`src/rtl/itf_offchip_ctrl_pkg.sv`:
```
`default_nettype none
// +----------------------------------------------------------------------------+
// | Module   : itf_offchip_ctrl_pkg                                            |
// | Brief    : Shared types and command-word layout for the off-chip port.     |
// | Revision : 1.0  initial release                                            |
// +----------------------------------------------------------------------------+
package itf_offchip_ctrl_pkg;

    typedef enum logic [2:0] {
        ST_IDLE    = 3'd0,
        ST_ISA     = 3'd1,
        ST_CMD     = 3'd2,
        ST_IN2CHIP = 3'd3,
        ST_OUT2OFF = 3'd4
    } itf_state_e;

    localparam int ITF_OPNUM = 6;
    localparam int DIR_BIT   = 0;
    localparam int ADDR_LSB  = 1;

    // Length field sits directly above the DRAM address field.
    function automatic int num_lsb(input int dram_aw);
        return ADDR_LSB + dram_aw;
    endfunction

endpackage
`default_nettype wire

```
`src/rtl/itf_offchip_ctrl_if.sv`:
```
`default_nettype none
// +----------------------------------------------------------------------------+
// | Module   : itf_offchip_ctrl_if                                             |
// | Brief    : Pad, CCU and GLB signal bundle of the off-chip controller.      |
// | Revision : 1.0  initial release                                            |
// +----------------------------------------------------------------------------+
interface itf_offchip_ctrl_if
    import itf_offchip_ctrl_pkg::*;
#(
    parameter int PORT_WIDTH      = 128,
    parameter int ADDR_WIDTH      = 16,
    parameter int DRAM_ADDR_WIDTH = 32,
    parameter int OPNUM           = ITF_OPNUM
);
    logic [OPNUM-1:0]           CCUITF_CfgRdy;
    logic [OPNUM-1:0]           O_CfgRdy;
    logic                       I_ISAVld;
    logic                       I_DatVld;
    logic                       I_DatLast;
    logic                       O_DatRdy;
    logic [PORT_WIDTH-1:0]      I_Dat;
    logic [PORT_WIDTH-1:0]      O_Dat;
    logic                       O_DatOE;
    logic                       O_CmdVld;
    logic                       O_DatVld;
    logic                       O_DatLast;
    logic                       I_DatRdy;
    logic [PORT_WIDTH-1:0]      ITFCCU_IsaDat;
    logic                       ITFCCU_IsaVld;
    logic                       CCUITF_IsaRdy;
    logic                       GLBITF_CmdVld;
    logic                       ITFGLB_CmdRdy;
    logic                       GLBITF_CmdDir;
    logic [DRAM_ADDR_WIDTH-1:0] GLBITF_CmdAddr;
    logic [ADDR_WIDTH-1:0]      GLBITF_CmdNum;
    logic [PORT_WIDTH-1:0]      GLBITF_Dat;
    logic                       GLBITF_Vld;
    logic                       ITFGLB_Rdy;
    logic [PORT_WIDTH-1:0]      ITFGLB_Dat;
    logic                       ITFGLB_Vld;
    logic                       GLBITF_Rdy;
    logic                       ITF_Err;

    modport master (
        input  CCUITF_CfgRdy, I_ISAVld, I_DatVld, I_DatLast, I_Dat, I_DatRdy,
               CCUITF_IsaRdy, GLBITF_CmdVld, GLBITF_CmdDir, GLBITF_CmdAddr,
               GLBITF_CmdNum, GLBITF_Dat, GLBITF_Vld, GLBITF_Rdy,
        output O_CfgRdy, O_DatRdy, O_Dat, O_DatOE, O_CmdVld, O_DatVld, O_DatLast,
               ITFCCU_IsaDat, ITFCCU_IsaVld, ITFGLB_CmdRdy, ITFGLB_Rdy,
               ITFGLB_Dat, ITFGLB_Vld, ITF_Err
    );

    modport slave (
        output CCUITF_CfgRdy, I_ISAVld, I_DatVld, I_DatLast, I_Dat, I_DatRdy,
               CCUITF_IsaRdy, GLBITF_CmdVld, GLBITF_CmdDir, GLBITF_CmdAddr,
               GLBITF_CmdNum, GLBITF_Dat, GLBITF_Vld, GLBITF_Rdy,
        input  O_CfgRdy, O_DatRdy, O_Dat, O_DatOE, O_CmdVld, O_DatVld, O_DatLast,
               ITFCCU_IsaDat, ITFCCU_IsaVld, ITFGLB_CmdRdy, ITFGLB_Rdy,
               ITFGLB_Dat, ITFGLB_Vld, ITF_Err
    );
endinterface
`default_nettype wire

```
`src/rtl/itf_offchip_ctrl_cnt.sv`:
```
`default_nettype none
// +----------------------------------------------------------------------------+
// | Module   : itf_offchip_ctrl_cnt                                            |
// | Brief    : Beat counter with synchronous clear and saturating increment.   |
// | Revision : 1.0  initial release                                            |
// +----------------------------------------------------------------------------+
module itf_offchip_ctrl_cnt #(
    parameter int WIDTH = 16
) (
    input  wire logic             clk,
    input  wire logic             rst,
    input  wire logic             clr_i,
    input  wire logic             inc_i,
    output logic [WIDTH-1:0]      cnt_o
);
    logic [WIDTH-1:0] cnt_q;

    always_ff @(posedge clk or posedge rst) begin
        if (rst) begin
            cnt_q <= '0;
        end else if (clr_i) begin
            cnt_q <= '0;
        end else if (inc_i && (cnt_q != '1)) begin
            cnt_q <= cnt_q + WIDTH'(1);
        end
    end

    assign cnt_o = cnt_q;
endmodule
`default_nettype wire

```
`src/rtl/itf_offchip_ctrl.sv`:
```
`default_nettype none
// +----------------------------------------------------------------------------+
// | Module   : itf_offchip_ctrl                                                |
// | Brief    : Off-chip port controller: ISA load, DRAM command, data streams. |
// |            Optional stall watchdog enabled by macro ITF_WATCHDOG_EN.       |
// | Revision : 1.0  initial release                                            |
// +----------------------------------------------------------------------------+
module itf_offchip_ctrl
    import itf_offchip_ctrl_pkg::*;
#(
    parameter int PORT_WIDTH      = 128,
    parameter int ADDR_WIDTH      = 16,
    parameter int DRAM_ADDR_WIDTH = 32,
    parameter int OPNUM           = ITF_OPNUM
`ifdef ITF_WATCHDOG_EN
    ,
    parameter int WDT_CYCLES      = 1024
`endif
) (
    input  wire logic           clk,
    input  wire logic           rst,
    itf_offchip_ctrl_if.master  bus
);
    localparam int NUM_LSB_L = num_lsb(DRAM_ADDR_WIDTH);

    itf_state_e                 state_q, state_d;
    logic                       dir_q;
    logic [DRAM_ADDR_WIDTH-1:0] addr_q;
    logic [ADDR_WIDTH-1:0]      num_m1_q;
    logic [OPNUM-1:0]           cfgrdy_q;
    logic                       err_q, err_d;
    logic                       w_cmd_load;
    logic [ADDR_WIDTH-1:0]      w_cnt;
    logic                       w_last;
    logic                       w_isa_hs, w_in_hs, w_out_hs;
    logic                       w_wdt_expire;
    logic [PORT_WIDTH-1:0]      w_cmd_word;

    assign w_isa_hs = (state_q == ST_ISA) & bus.I_DatVld & bus.I_ISAVld & bus.CCUITF_IsaRdy;
    assign w_in_hs  = (state_q == ST_IN2CHIP) & bus.I_DatVld & bus.GLBITF_Rdy;
    assign w_out_hs = (state_q == ST_OUT2OFF) & bus.GLBITF_Vld & bus.I_DatRdy;
    assign w_last   = (w_cnt == num_m1_q);

    itf_offchip_ctrl_cnt #(
        .WIDTH (ADDR_WIDTH)
    ) u_cnt (
        .clk   (clk),
        .rst   (rst),
        .clr_i ((state_q == ST_CMD) & bus.I_DatRdy),
        .inc_i (w_in_hs | w_out_hs),
        .cnt_o (w_cnt)
    );

`ifdef ITF_WATCHDOG_EN
    localparam int WDT_W = (WDT_CYCLES > 1) ? $clog2(WDT_CYCLES) : 1;
    logic [WDT_W-1:0] wdt_q;
    logic             w_busy;

    assign w_busy       = (state_q == ST_ISA) | (state_q == ST_IN2CHIP) | (state_q == ST_OUT2OFF);
    assign w_wdt_expire = w_busy & ~(w_isa_hs | w_in_hs | w_out_hs)
                        & (wdt_q == WDT_W'(WDT_CYCLES - 1));

    always_ff @(posedge clk or posedge rst) begin
        if (rst) begin
            wdt_q <= '0;
        end else if (!w_busy || w_isa_hs || w_in_hs || w_out_hs || w_wdt_expire) begin
            wdt_q <= '0;
        end else begin
            wdt_q <= wdt_q + WDT_W'(1);
        end
    end
`else
    assign w_wdt_expire = 1'b0;
`endif

    always_ff @(posedge clk or posedge rst) begin
        if (rst) begin
            state_q  <= ST_IDLE;
            err_q    <= 1'b0;
            dir_q    <= 1'b0;
            addr_q   <= '0;
            num_m1_q <= '0;
            cfgrdy_q <= '0;
        end else begin
            state_q  <= state_d;
            err_q    <= err_d;
            cfgrdy_q <= bus.CCUITF_CfgRdy;
            if (w_cmd_load) begin
                dir_q    <= bus.GLBITF_CmdDir;
                addr_q   <= bus.GLBITF_CmdAddr;
                num_m1_q <= bus.GLBITF_CmdNum - ADDR_WIDTH'(1);
            end
        end
    end

    always_comb begin
        state_d    = state_q;
        err_d      = err_q;
        w_cmd_load = 1'b0;
        case (state_q)
            ST_IDLE: begin
                // ISA has priority; a colliding command stays pending in GLB.
                if (bus.I_ISAVld && bus.I_DatVld) begin
                    state_d = ST_ISA;
                end else if (bus.GLBITF_CmdVld && (bus.GLBITF_CmdNum != '0)) begin
                    w_cmd_load = 1'b1;
                    state_d    = ST_CMD;
                end
            end
            ST_ISA: begin
                if (!bus.I_ISAVld) begin
                    err_d   = 1'b1;
                    state_d = ST_IDLE;
                end else if (w_isa_hs && bus.I_DatLast) begin
                    state_d = ST_IDLE;
                end
            end
            ST_CMD: begin
                if (bus.I_DatRdy) begin
                    state_d = dir_q ? ST_OUT2OFF : ST_IN2CHIP;
                end
            end
            ST_IN2CHIP: begin
                if (w_in_hs) begin
                    if (bus.I_DatLast != w_last) begin
                        err_d = 1'b1;
                    end
                    if (w_last) begin
                        state_d = ST_IDLE;
                    end
                end
            end
            ST_OUT2OFF: begin
                if (w_out_hs && w_last) begin
                    state_d = ST_IDLE;
                end
            end
            default: state_d = ST_IDLE;
        endcase
        if (w_wdt_expire) begin
            err_d   = 1'b1;
            state_d = ST_IDLE;
        end
    end

    always_comb begin
        w_cmd_word                                  = '0;
        w_cmd_word[DIR_BIT]                         = dir_q;
        w_cmd_word[ADDR_LSB +: DRAM_ADDR_WIDTH]     = addr_q;
        w_cmd_word[NUM_LSB_L +: ADDR_WIDTH]         = num_m1_q;
    end

    always_comb begin
        bus.O_CfgRdy      = '0;
        bus.O_DatRdy      = 1'b0;
        bus.O_Dat         = '0;
        bus.O_DatOE       = 1'b0;
        bus.O_CmdVld      = 1'b0;
        bus.O_DatVld      = 1'b0;
        bus.O_DatLast     = 1'b0;
        bus.ITFCCU_IsaDat = '0;
        bus.ITFCCU_IsaVld = 1'b0;
        bus.ITFGLB_CmdRdy = 1'b0;
        bus.ITFGLB_Rdy    = 1'b0;
        bus.ITFGLB_Dat    = '0;
        bus.ITFGLB_Vld    = 1'b0;
        case (state_q)
            ST_IDLE: begin
                bus.O_CfgRdy      = cfgrdy_q;
                bus.ITFGLB_CmdRdy = bus.GLBITF_CmdVld & ~(bus.I_ISAVld & bus.I_DatVld);
            end
            ST_ISA: begin
                bus.O_DatRdy      = bus.CCUITF_IsaRdy;
                bus.ITFCCU_IsaVld = bus.I_DatVld & bus.I_ISAVld;
                bus.ITFCCU_IsaDat = bus.I_Dat;
            end
            ST_CMD: begin
                bus.O_DatOE  = 1'b1;
                bus.O_CmdVld = 1'b1;
                bus.O_DatVld = 1'b1;
                bus.O_Dat    = w_cmd_word;
            end
            ST_IN2CHIP: begin
                bus.ITFGLB_Vld = bus.I_DatVld;
                bus.ITFGLB_Dat = bus.I_Dat;
                bus.O_DatRdy   = bus.GLBITF_Rdy;
            end
            ST_OUT2OFF: begin
                bus.O_DatOE    = 1'b1;
                bus.O_DatVld   = bus.GLBITF_Vld;
                bus.O_Dat      = bus.GLBITF_Dat;
                bus.O_DatLast  = w_last;
                bus.ITFGLB_Rdy = bus.I_DatRdy;
            end
            default: ;
        endcase
    end

    assign bus.ITF_Err = err_q;
endmodule
`default_nettype wire
```
`src/flat_wrapper.sv`:
```
// flat-port wrapper written by rule: the top's interface ports become plain ports
module itf_offchip_ctrl_flat import itf_offchip_ctrl_pkg::*;
#(
    parameter int PORT_WIDTH      = 128,
    parameter int ADDR_WIDTH      = 16,
    parameter int DRAM_ADDR_WIDTH = 32,
    parameter int OPNUM           = ITF_OPNUM

)
  (clk, rst, bus_CCUITF_CfgRdy, bus_I_ISAVld, bus_I_DatVld, bus_I_DatLast, bus_I_Dat, bus_I_DatRdy, bus_CCUITF_IsaRdy, bus_GLBITF_CmdVld, bus_GLBITF_CmdDir, bus_GLBITF_CmdAddr, bus_GLBITF_CmdNum, bus_GLBITF_Dat, bus_GLBITF_Vld, bus_GLBITF_Rdy, bus_O_CfgRdy, bus_O_DatRdy, bus_O_Dat, bus_O_DatOE, bus_O_CmdVld, bus_O_DatVld, bus_O_DatLast, bus_ITFCCU_IsaDat, bus_ITFCCU_IsaVld, bus_ITFGLB_CmdRdy, bus_ITFGLB_Rdy, bus_ITFGLB_Dat, bus_ITFGLB_Vld, bus_ITF_Err);
  itf_offchip_ctrl_if #(.PORT_WIDTH(PORT_WIDTH), .ADDR_WIDTH(ADDR_WIDTH), .DRAM_ADDR_WIDTH(DRAM_ADDR_WIDTH), .OPNUM(OPNUM)) bus_i ();
  input  wire logic clk;
  input  wire logic rst;
  input wire logic [$bits(bus_i.CCUITF_CfgRdy)-1:0] bus_CCUITF_CfgRdy;
  input wire logic [$bits(bus_i.I_ISAVld)-1:0] bus_I_ISAVld;
  input wire logic [$bits(bus_i.I_DatVld)-1:0] bus_I_DatVld;
  input wire logic [$bits(bus_i.I_DatLast)-1:0] bus_I_DatLast;
  input wire logic [$bits(bus_i.I_Dat)-1:0] bus_I_Dat;
  input wire logic [$bits(bus_i.I_DatRdy)-1:0] bus_I_DatRdy;
  input wire logic [$bits(bus_i.CCUITF_IsaRdy)-1:0] bus_CCUITF_IsaRdy;
  input wire logic [$bits(bus_i.GLBITF_CmdVld)-1:0] bus_GLBITF_CmdVld;
  input wire logic [$bits(bus_i.GLBITF_CmdDir)-1:0] bus_GLBITF_CmdDir;
  input wire logic [$bits(bus_i.GLBITF_CmdAddr)-1:0] bus_GLBITF_CmdAddr;
  input wire logic [$bits(bus_i.GLBITF_CmdNum)-1:0] bus_GLBITF_CmdNum;
  input wire logic [$bits(bus_i.GLBITF_Dat)-1:0] bus_GLBITF_Dat;
  input wire logic [$bits(bus_i.GLBITF_Vld)-1:0] bus_GLBITF_Vld;
  input wire logic [$bits(bus_i.GLBITF_Rdy)-1:0] bus_GLBITF_Rdy;
  output wire logic [$bits(bus_i.O_CfgRdy)-1:0] bus_O_CfgRdy;
  output wire logic [$bits(bus_i.O_DatRdy)-1:0] bus_O_DatRdy;
  output wire logic [$bits(bus_i.O_Dat)-1:0] bus_O_Dat;
  output wire logic [$bits(bus_i.O_DatOE)-1:0] bus_O_DatOE;
  output wire logic [$bits(bus_i.O_CmdVld)-1:0] bus_O_CmdVld;
  output wire logic [$bits(bus_i.O_DatVld)-1:0] bus_O_DatVld;
  output wire logic [$bits(bus_i.O_DatLast)-1:0] bus_O_DatLast;
  output wire logic [$bits(bus_i.ITFCCU_IsaDat)-1:0] bus_ITFCCU_IsaDat;
  output wire logic [$bits(bus_i.ITFCCU_IsaVld)-1:0] bus_ITFCCU_IsaVld;
  output wire logic [$bits(bus_i.ITFGLB_CmdRdy)-1:0] bus_ITFGLB_CmdRdy;
  output wire logic [$bits(bus_i.ITFGLB_Rdy)-1:0] bus_ITFGLB_Rdy;
  output wire logic [$bits(bus_i.ITFGLB_Dat)-1:0] bus_ITFGLB_Dat;
  output wire logic [$bits(bus_i.ITFGLB_Vld)-1:0] bus_ITFGLB_Vld;
  output wire logic [$bits(bus_i.ITF_Err)-1:0] bus_ITF_Err;
  assign bus_i.CCUITF_CfgRdy = bus_CCUITF_CfgRdy;
  assign bus_i.I_ISAVld = bus_I_ISAVld;
  assign bus_i.I_DatVld = bus_I_DatVld;
  assign bus_i.I_DatLast = bus_I_DatLast;
  assign bus_i.I_Dat = bus_I_Dat;
  assign bus_i.I_DatRdy = bus_I_DatRdy;
  assign bus_i.CCUITF_IsaRdy = bus_CCUITF_IsaRdy;
  assign bus_i.GLBITF_CmdVld = bus_GLBITF_CmdVld;
  assign bus_i.GLBITF_CmdDir = bus_GLBITF_CmdDir;
  assign bus_i.GLBITF_CmdAddr = bus_GLBITF_CmdAddr;
  assign bus_i.GLBITF_CmdNum = bus_GLBITF_CmdNum;
  assign bus_i.GLBITF_Dat = bus_GLBITF_Dat;
  assign bus_i.GLBITF_Vld = bus_GLBITF_Vld;
  assign bus_i.GLBITF_Rdy = bus_GLBITF_Rdy;
  assign bus_O_CfgRdy = bus_i.O_CfgRdy;
  assign bus_O_DatRdy = bus_i.O_DatRdy;
  assign bus_O_Dat = bus_i.O_Dat;
  assign bus_O_DatOE = bus_i.O_DatOE;
  assign bus_O_CmdVld = bus_i.O_CmdVld;
  assign bus_O_DatVld = bus_i.O_DatVld;
  assign bus_O_DatLast = bus_i.O_DatLast;
  assign bus_ITFCCU_IsaDat = bus_i.ITFCCU_IsaDat;
  assign bus_ITFCCU_IsaVld = bus_i.ITFCCU_IsaVld;
  assign bus_ITFGLB_CmdRdy = bus_i.ITFGLB_CmdRdy;
  assign bus_ITFGLB_Rdy = bus_i.ITFGLB_Rdy;
  assign bus_ITFGLB_Dat = bus_i.ITFGLB_Dat;
  assign bus_ITFGLB_Vld = bus_i.ITFGLB_Vld;
  assign bus_ITF_Err = bus_i.ITF_Err;
  itf_offchip_ctrl #(.PORT_WIDTH(PORT_WIDTH), .ADDR_WIDTH(ADDR_WIDTH), .DRAM_ADDR_WIDTH(DRAM_ADDR_WIDTH), .OPNUM(OPNUM)) u_core (.clk(clk), .rst(rst), .bus(bus_i));
endmodule
```
`config.mk`:
```
export PLATFORM = sky130hd
export DESIGN_NAME = itf_offchip_ctrl_flat
export DESIGN_NICKNAME = d
export VERILOG_FILES = /design/src/rtl/itf_offchip_ctrl_pkg.sv /design/src/rtl/itf_offchip_ctrl_if.sv /design/src/rtl/itf_offchip_ctrl_cnt.sv /design/src/rtl/itf_offchip_ctrl.sv /design/src/flat_wrapper.sv
export SDC_FILE = /design/constraint.sdc
export NUM_CORES = 1
export LEC_CHECK = 0
export CORE_AREA = 10 10 269 271
export DETAILED_ROUTE_END_ITERATION = 10
export DIE_AREA = 0 0 279 281
export GPL_TIMING_DRIVEN = 0
export PLACE_DENSITY = 0.37
export SLEW_MARGIN = 0
export SYNTH_ARGS = -nofsm -noshare
export SYNTH_HDL_FRONTEND = slang
export SYNTH_HIERARCHICAL = 1
export SYNTH_SLANG_ARGS = --single-unit
export TNS_END_PERCENT = 1
```
`constraint.sdc`:
```
create_clock -name clk -period 3.5 [get_ports clk]
set_input_delay 0.7 -clock clk [delete_from_list [all_inputs] [get_ports clk]]
set_output_delay 0.7 -clock clk [all_outputs]
set_load 0.1 [all_outputs]
```
==> flow_metrics.tcl <==
set metrics [dict create \
    synth-seq-cells 75 \
    sequential_area_share_after_synthesis_pct 27.4 \
    layout_worst_path_cycle_share_pct 98.7 \
    timing.critical_path.to_type "output port" \
    finalWorstPathRequiredPeriod_ps 3450 \
    worst_hold_slack_ps 513 \
    timing.critical_path.slowest_cell_delay_ps 550 \
    fillCellCount 7539 \
    dieWidth_um 279 \
    slowest_cell_on_crit_path "clkdlybuf4s18_2" \
    synthArstFlopShare_pct 100 \
    worst_r2r_path_depth 9 \
    synth_top_cells_by_area "dfrtp_1 (27%), and3_1 (19%), and2_1 (12%)" \
    grt_pass1_wl_um 90900 \
    fp.coreArea_um2 66800 \
    final_util_pct 21.3 \
    initial_util_pct 10.3 \
    syn_area_um2 6860 \
    clock-skew-final_ps 11.2 \
    worstPathMaxFanout 10 \
    tritoncts "yes" \
    die-area_um2 78400 \
    overall_routed_net_length_um 69000 \
    critical_path_class "flop to output port" \
    leading_cell_types_by_count_after_synthesis "and3_1 (211), and2_1 (136), dfrtp_1 (75)" \
    synth_enable_flop_cells 0 \
    power_per_cell_area_nw_per_um2 989 \
    post_route_drc 0 \
    num_vias 9554 \
    finalWeightedCongestion 0.887 \
    groute.usage.overall_pct 16.6 \
    syn_area_per_cell_um2 8.38 \
    cts_inserted_buffers 9 \
    r2r_start "u_core/state_q[0]" \
    antenna_found_initial 32 \
    achievable-frequency_ghz 0.290 \
    setup_viol_count_final 0 \
    worst_skew_pair.late_latency_ps 360 \
    run_status "completed" \
    worst_slew_margin_rel_pct 28.4 \
    yosys.cell_types.count 57 \
    synth_top_cell_by_area "dfrtp_1" \
    vias_per_cell 3.92 \
    yosysTopAreaCellShare_pct 27.4 \
    cells_traversed_along_the_worst_timing_path "nor3b_4, buf_12, clkbuf_2, clkbuf_1, and2_1, clkdlybuf4s18_2" \
    hold_end "u_core/addr_q[29]" \
    drt-wirelength-per-cell_um 28.3 \
    worst_path_dominant_cell_family "buffers and inverters" \
    timing.critical_path.from_type "flop" \
    drt_iter0_markers 548 \
    design.portCount 721 \
    r2r_setup_slack_ps 460 \
    grt_start_max_net_pins 60 \
    numClockSinks 75 \
    cts-hold-fix-buffers 0 \
    ys.flop_type "dfrtp_1" \
    critical_path.startpoint "u_core/state_q[2]" \
    fin_tns_setup_ps 0 \
    post-layout-total-power_uw 14100 \
    final-hold-violation-count 0 \
    sequential_cell_area_um2 1880 \
    min_path_type "flop to flop" \
    timing.critical_path.required_ps 2800 \
    most_repeated_cell_in_the_gate_level_netlist_after_synthesis "and3_1" \
    synth_instances 818 \
    cts_max_path_buffers 2 \
    drtPass1Iterations 5 \
    globalRoute.totalOverflow 0 \
    detailed_placer_s_ending_hpwl_um 61400 \
    worstPathBufferInverterCount 4 \
    ant_nets 0 \
    drv_slew 0 \
    hold_path_depth 1 \
    layout-drive-gt1-share_pct 30.6 \
    count_of_h_tree_levels_built_during_cts 3 \
    grt_setup_unrepaired "yes" \
    count_of_warnings_emitted_by_yosys 6 \
    fp.dieH_um 281 \
    power.leakage_uw 0.00721 \
    worst_setup_hold_path_clk_slew_ps 70 \
    grt_pass1_vias 10000 \
    placement.io_buffers 720 \
    cp.arrival_ps 2750 \
    tightest_slew_ps 1070 \
    clock_tree.root_cell "clkbuf_16" \
    fp-row-count 95 \
    reg2reg_to "u_core/u_cnt/cnt_o[13]" \
    irDropWorstVdd_mv 0.558 \
    synth.net_count 1142 \
    maxCapViolations 0 \
    nets 1877 \
    multiInputGateArea_um2 4560 \
    syn_to_final_growth_pct 108 \
    holdCritStartpoint "u_core/addr_q[29]" \
]
[how the worst max path moves through the flow]
| stage | to | cells after the start | slack (ps) |
|---|---|---|---|
| floorplan | bus_ITFCCU_IsaVld | 4 | 440 |
| global placement | bus_ITFGLB_Dat[90] | 6 | -1020 |
| detailed placement | bus_ITFGLB_Dat[90] | 6 | -1030 |
| CTS | bus_ITFCCU_IsaDat[34] | 6 | -60 |
| global route | bus_ITFCCU_IsaDat[41] | 6 | -100 |
| finish | bus_ITFCCU_IsaDat[41] | 6 | 50 |
[kinds of logic after synthesis]
| group | after synthesis | share of synthesized area (%) |
|---|---|---|
| and+or+nand+nor | 475 | 43.0 |
| muxes | 38 | 7.74 |
| AOI/OAI and AO/OA | 107 | 11.2 |
| xor gates and xnor gates | 29 | 3.70 |
| adders and majority gates | 3 | 0.548 |
| buffers and inverters | 91 | 6.44 |
| DFF | 75 | 27.4 |
[cells in the final DEF, fill, tap and decap left out, drive strengths merged, types with 9 or more instances in the layout]
cell,count
clkdlybuf4s50,321
and3,211
clkbuf,206
buf,202
and2,136
dfrtp,75
clkdlybuf4s15,60
a22o,49
nand2,37
mux2,36
o21ai,26
xor2,23
a21oi,20
dlygate4sd2,16
nand3,14
nor2,14
nor4,12
clkdlybuf4s18,11
or4,10
or3,9
inv,9
[flip-flops by register name (all words and copies together), names as in the netlist]
register and flops:
u_core/dir_q 1, u_core/cfgrdy_q 6, u_core/addr_q 32, u_core/u_cnt/cnt_o 16, u_core/state_q 3, u_core/bus.ITF_Err 1, u_core/num_m1_q 16
[what timing repair did]
item,4_1_cts,5_1_grt
pin swaps,1,0
setup endpoints to repair,400,314
buffers inserted,3,0
gates resized for setup,1180,537
[stage by stage]
| stage | std cells | instance area [µm²] | setup WS (ps) |
|---|---|---|---|
| after floorplan | 818 | 6860 | 443 |
| after global placement | 2411 | 15200 | -1020 |
| after detailed placement | 2412 | 15200 | -1030 |
| after CTS | 2430 | 15400 | -64.2 |
| after global routing | 2436 | 14200 | -97.0 |
| final | 2438 | 14200 | 45.8 |
[power by group]
group / switching [µW] / total (µW) / internal, µW
Clock: 429 / 987 / 558
Sequential: 309 / 1490 / 1180
Combinational: 9250 / 11600 / 2350
[layer usage]
metal	share of wire, %	GRT usage, %
met3	11	7.40
met1	41	19.6
met2	46	27.2
met5	0.28	0
met4	2.0	3.80
[area by class of cell]
class	count	share of cell area, %
Sequential cell	75	13.2
Clock buffer	9	1.58
Buffer	84	3.10
Tap cell	873	7.68
Timing Repair Buffer	724	41.6
Antenna cell	8	0.141
Inverter	7	0.202
Multi-Input combinational cell	652	32.0
Clock inverter	6	0.519
(Power assumes the default switching activity.)
